[config.mk]
export PLATFORM = sky130hd
export DESIGN_NAME = instruction_loader
export DESIGN_NICKNAME = d
export VERILOG_FILES = /design/src/rtl/instruction_loader.sv
export SDC_FILE = /design/constraint.sdc
export NUM_CORES = 1
export LEC_CHECK = 0
export ABC_AREA = 1
export BUFFER_PORTS_ARGS = -buffer_cell sky130_fd_sc_hd__buf_4
export CAP_MARGIN = 20
export CORE_ASPECT_RATIO = 2
export CORE_MARGIN = 2
export CORE_UTILIZATION = 45
export CTS_CLUSTER_DIAMETER = 150
export CTS_CLUSTER_SIZE = 25
export DETAILED_ROUTE_END_ITERATION = 8
export PLACE_DENSITY = 0.65
export SYNTH_ARGS = -nofsm -noshare
export SYNTH_HDL_FRONTEND = slang
export SYNTH_SLANG_ARGS = --single-unit
[constraint.sdc]
create_clock -name i_clk -period 4.1 [get_ports i_clk]
set_clock_uncertainty 0.05 [all_clocks]
set_input_delay 0.41 -clock i_clk [delete_from_list [all_inputs] [get_ports i_clk]]
set_output_delay 0.41 -clock i_clk [all_outputs]
set_load 0.01 [all_outputs]
[src/rtl/instruction_loader.sv]
// Assembles big-endian 32-bit instruction words from UART bytes and drives a
// three-phase (setup / write / hold) debug write port into instruction memory.
module instruction_loader #(
   parameter int                   INST_BITS = 32,
   parameter int                   MAX_INSTS = 64,
   parameter logic [INST_BITS-1:0] HALT_WORD = 32'hFFFF_FFFF
) (
   input  logic                 i_clk,
   input  logic                 i_rst,
   input  logic                 i_start,
   input  logic [7:0]           i_rx_data,
   input  logic                 i_rx_valid,
   output logic [INST_BITS-1:0] o_dbg_addr,
   output logic [INST_BITS-1:0] o_dbg_inst,
   output logic                 o_dbg_wr_en,
   output logic                 o_busy,
   output logic                 o_done,
   output logic [7:0]           o_inst_count,
   output logic                 o_overflow,
   output logic                 o_rx_lost
);

   localparam logic [2:0] ST_IDLE  = 3'd0;
   localparam logic [2:0] ST_RECV  = 3'd1;
   localparam logic [2:0] ST_SETUP = 3'd2;
   localparam logic [2:0] ST_WRITE = 3'd3;
   localparam logic [2:0] ST_HOLD  = 3'd4;
   localparam logic [2:0] ST_DONE  = 3'd5;

   localparam logic [7:0] MAX_CNT = 8'(MAX_INSTS);

   logic [2:0]           state_r;
   logic [2:0]           state_s;
   logic [1:0]           byte_cnt_r;
   logic [INST_BITS-1:0] word_r;
   logic [INST_BITS-1:0] addr_r;
   logic [INST_BITS-1:0] word_shift_s;
   logic [7:0]           cnt_next_s;
   logic                 halt_s;
   logic                 full_s;

   // Next-state decode and word/count helpers
   always_comb begin
      word_shift_s = {word_r[INST_BITS-9:0], i_rx_data};
      halt_s       = (word_r == HALT_WORD);
      if (o_inst_count >= MAX_CNT) begin
         cnt_next_s = MAX_CNT;
      end else begin
         cnt_next_s = o_inst_count + 8'd1;
      end
      full_s  = (cnt_next_s == MAX_CNT);
      state_s = state_r;
      case (state_r)
         ST_IDLE: begin
            if (i_start) state_s = ST_RECV;
            else         state_s = ST_IDLE;
         end
         ST_RECV: begin
            if (i_rx_valid && (byte_cnt_r == 2'd3)) state_s = ST_SETUP;
            else                                    state_s = ST_RECV;
         end
         ST_SETUP: state_s = ST_WRITE;
         ST_WRITE: state_s = ST_HOLD;
         ST_HOLD: begin
            if (halt_s || full_s) state_s = ST_DONE;
            else                  state_s = ST_RECV;
         end
         ST_DONE: begin
            if (i_start) state_s = ST_RECV;
            else         state_s = ST_DONE;
         end
         default: state_s = ST_IDLE;
      endcase
   end

   // State, datapath and registered outputs
   always_ff @(posedge i_clk) begin
      if (i_rst) begin
         state_r      <= ST_IDLE;
         byte_cnt_r   <= 2'd0;
         word_r       <= '0;
         addr_r       <= '0;
         o_dbg_addr   <= '0;
         o_dbg_inst   <= '0;
         o_dbg_wr_en  <= 1'b0;
         o_busy       <= 1'b0;
         o_done       <= 1'b0;
         o_inst_count <= 8'd0;
         o_overflow   <= 1'b0;
         o_rx_lost    <= 1'b0;
      end else begin
         state_r     <= state_s;
         o_dbg_wr_en <= (state_s == ST_WRITE);
         o_done      <= (state_s == ST_DONE);
         o_busy      <= (state_s == ST_RECV) || (state_s == ST_SETUP) ||
                        (state_s == ST_WRITE) || (state_s == ST_HOLD);
         case (state_r)
            ST_IDLE, ST_DONE: begin
               if (i_start) begin
                  byte_cnt_r   <= 2'd0;
                  word_r       <= '0;
                  addr_r       <= '0;
                  o_dbg_addr   <= '0;
                  o_dbg_inst   <= '0;
                  o_inst_count <= 8'd0;
                  o_overflow   <= 1'b0;
                  o_rx_lost    <= 1'b0;
               end
            end
            ST_RECV: begin
               if (i_rx_valid) begin
                  word_r     <= word_shift_s;
                  byte_cnt_r <= byte_cnt_r + 2'd1;
                  // The 4th byte latches the write-port address/data for the whole write sequence
                  if (byte_cnt_r == 2'd3) begin
                     o_dbg_inst <= word_shift_s;
                     o_dbg_addr <= addr_r;
                  end
               end
            end
            ST_SETUP, ST_WRITE: begin
               if (i_rx_valid) o_rx_lost <= 1'b1;
            end
            ST_HOLD: begin
               if (i_rx_valid) o_rx_lost <= 1'b1;
               o_inst_count <= cnt_next_s;
               addr_r       <= addr_r + INST_BITS'(4);
               if (!halt_s && full_s) o_overflow <= 1'b1;
            end
            default: begin
            end
         endcase
      end
   end

endmodule
==> run_results.csv <==
group,metric,value,unit
worst_setup_path,crit_chain,"nor2_1, nand2_1, inv_1, nor2_2, nand2_1, a21oi_1",
finish,nets,1058,
worst_setup_path,start_kind,"flop",
worst_setup_path,critical_path.max_fanout,31,
floorplan,core-area,13900,µm²
timing,fin_crit,2.69,ns
placement,io_buffers,86,
timing,final_hold_viol_count,0,
worst_setup_path,cpPeakStageDelay,0.97,ns
worst_hold_path,hold_path.class,"primary input to flop",
clock_network,max-clock-path-buffers,2,
clock_network,cts_buffers,17,
power,vdd_ir_drop_max,301,µV
synthesis,synthSimpleGateAreaFrac,34.8,%
synthesis,synthAdderAreaFrac,0.587,%
floorplan,dieArea,15200,µm²
global_route,antenna_found_initial,0,
placement,dp_hpwl,13.2,mm
route,num_vias,6413,
clock_network,cts-resized-gates,0,
finish,layout_commonest_cell,"nor2_1",
status,status,"complete, no violations",
synthesis,muxShareOfSynthArea,0,%
synthesis,synth_cell_types,29,
clock_network,cts_htree_levels,4,
worst_setup_path,cp_slowest_cell,"nor2_2",
route,drtPass1Iterations,4,
timing,rsz0062_at_grt,"no",
synthesis,syn_inst,977,
clock_network,cts_setup_buffers,0,
timing,setup_viol_count_final,0,
clock_network,clkTransAtPathRegs,0.06,ns
synthesis,syn_avg_cell_area,6.55,µm²
finish,syn_to_final_growth,20.6,%
worst_setup_path,critPathArrivalTime,2.98,ns
floorplan,die_x,88.3,µm
placement,globalplace.congestion,0.892,
synthesis,yosys_warnings,0,
floorplan,ioPinCount,89,
timing,slew_headroom,31.7,%
finish,drive_gt1_share,12.7,%
finish,antenna_cells,0,
route,routed_wl,18.5,mm
power,p_leak,2.94,nW
worst_setup_path,path_common_cell,"nand2_1",
floorplan,chipHeight,173,µm
global_route,grt_util_all_layers,24.9,%
power,p_per_area,443,nW/µm²
synthesis,synth.cell_area,6400,µm²
synthesis,synth-seq-cells,142,
timing,fin_hold_ws,0.228,ns
global_route,grt_first_pass_wirelength,29.8,mm
floorplan,rows,61,
timing,setup_tns,0,ns
route,vias_per_cell,5.15,
floorplan,start_util,46.1,%
route,route.detailed.drc,0,
finish,layout_common_cells,"233 x nor2_1, 231 x nand2_1, 142 x dfxtp_1",
global_route,grt_start_max_net_pins,63,
worst_setup_path,end_kind,"flop",
timing,timing.final.crit_share,65.5,%
timing,worstMarginPinSlew,1.02,ns
global_route,grt_overflow,0,
route,drtIter0Drc,301,
route,ant_nets,0,
worst_setup_path,crit_type,"flop to flop",
finish,fill_cells,1432,
clock_network,cts.sinks,142,
synthesis,synth_compound_area_share,12.4,%
clock_network,hold_buffers,0,
synthesis,ys_seq_area_share,44.4,%
clock_network,clk_root_buffer_cell,"clkbuf_16",
finish,multiInputGateArea,3080,µm²
worst_setup_path,cp.required,4.40,ns
timing,max_freq,372,MHz
clock_network,cts_tree,"built",
global_route,grt_pass1_vias,6161,
route,routedWlPerCell,14.9,µm
flow_run,maxCapViolations,0,
synthesis,synth_top_family_by_area,"simple AND/OR/NAND/NOR gates",
timing,drv_slew,0,
finish,seq_area,2840,µm²
clock_network,clkLatencyLatePin,0.42,ns
synthesis,synth-xor-area-share,0,%
layout make-up:
class                           count  share of cell area (%)
Clock buffer                       18                    5.69
Inverter                           73                    3.55
Clock inverter                     14                    2.04
Multi-Input combinational cell    717                    39.9
Tap cell                          189                    3.06
Sequential cell                   142                    36.8
Timing Repair Buffer               92                    8.95
registers in the layout (all words and copies together) (netlist names):
register	count
byte_cnt_r	2
o_rx_lost	1
o_dbg_wr_en	1
o_overflow	1
addr_r	30
o_done	1
o_dbg_addr	30
o_dbg_inst	32
word_r	32
o_busy	1
state_r	3
o_inst_count	8
metal layers:
layer	track usage (%)	routed length, µm
met5	0	0
met4	12.9	894
met3	4.53	668
met2	46.7	10400
met1	24.7	6550
where the power goes:
part,switching [mW],internal [mW],total (mW)
clock,0.637,0.920,1.56
sequential,0.0583,1.45,1.51
combinational,0.233,0.122,0.355
cells by family (layout without fill, tap and decap cells):
family / after synthesis / in the layout
compound gates: 157 / 157
other cells: 1 / 2
fa+ha+maj: 3 / 3
flops: 142 / 142
simple gates: 555 / 555
buf+inv: 119 / 197
synth_stat cells:
cell	n	area share [%]
buf_1	2	0.12
buf_2	19	1.5
nor2_2	2	0.20
nor3_1	5	0.39
a21boi_0	1	0.12
conb_1	1	0.059
nand2_1	231	14
a21oi_1	76	5.9
nor3_2	1	0.16
clkbuf_1	21	1.2
inv_2	4	0.23
buf_6	1	0.18
nand2_2	1	0.098
dfxtp_1	142	44
nor2_1	233	14
nor4_1	2	0.20
ha_1	3	0.59
nand4_1	7	0.68
o21ai_0	76	5.9
or2_0	1	0.098
o31ai_1	1	0.12
o21ai_1	1	0.078
nand3_1	70	5.5
a211oi_1	1	0.12
buf_4	3	0.35
a22oi_1	1	0.12
clkinv_1	1	0.059
inv_1	68	4.0
nand3_2	2	0.31
critical path: cells and delay by family (launching register included):
kind	cells	cell delay (ns)
AO/OA/AOI/OAI	1	0.18
buffers and inverters	1	0.49
flip-flops	1	0.43
AND/OR/NAND/NOR	4	1.43
path summary, 6_finish.rpt:
kind              cells past startpoint                     from  slack [ns]                    endpoint
setup / recovery                      6    state_r[1]$_SDFF_PP0_        1.41     addr_r[30]$_SDFFE_PP0P_
setup reg to reg                      6    state_r[1]$_SDFF_PP0_        1.41     addr_r[30]$_SDFFE_PP0P_
hold / removal                        3             i_rx_data[6]        0.23  o_dbg_inst[6]$_SDFFE_PP0P_
hold reg to reg                       2  o_overflow$_SDFFE_PP0P_        0.41     o_overflow$_SDFFE_PP0P_
per-stage QoR:
stage / instances / cell area, µm² / power, mW / setup WS (ns) / utilization, %
finish: 1245 / 7720 / 3.42 / 1.41 / 55.5
detailed placement: 1213 / 7120 / 1.90 / 1.42 / 51.3
global placement: 1213 / 7120 / 1.90 / 1.49 / 51.3
CTS: 1245 / 7720 / 3.45 / 1.38 / 55.5
floorplan: 978 / 6400 / 1.76 / 2.47 / -
global route: 1245 / 7720 / 3.56 / 1.17 / 55.5
Note: power is estimated with default switching activity, not from simulation.
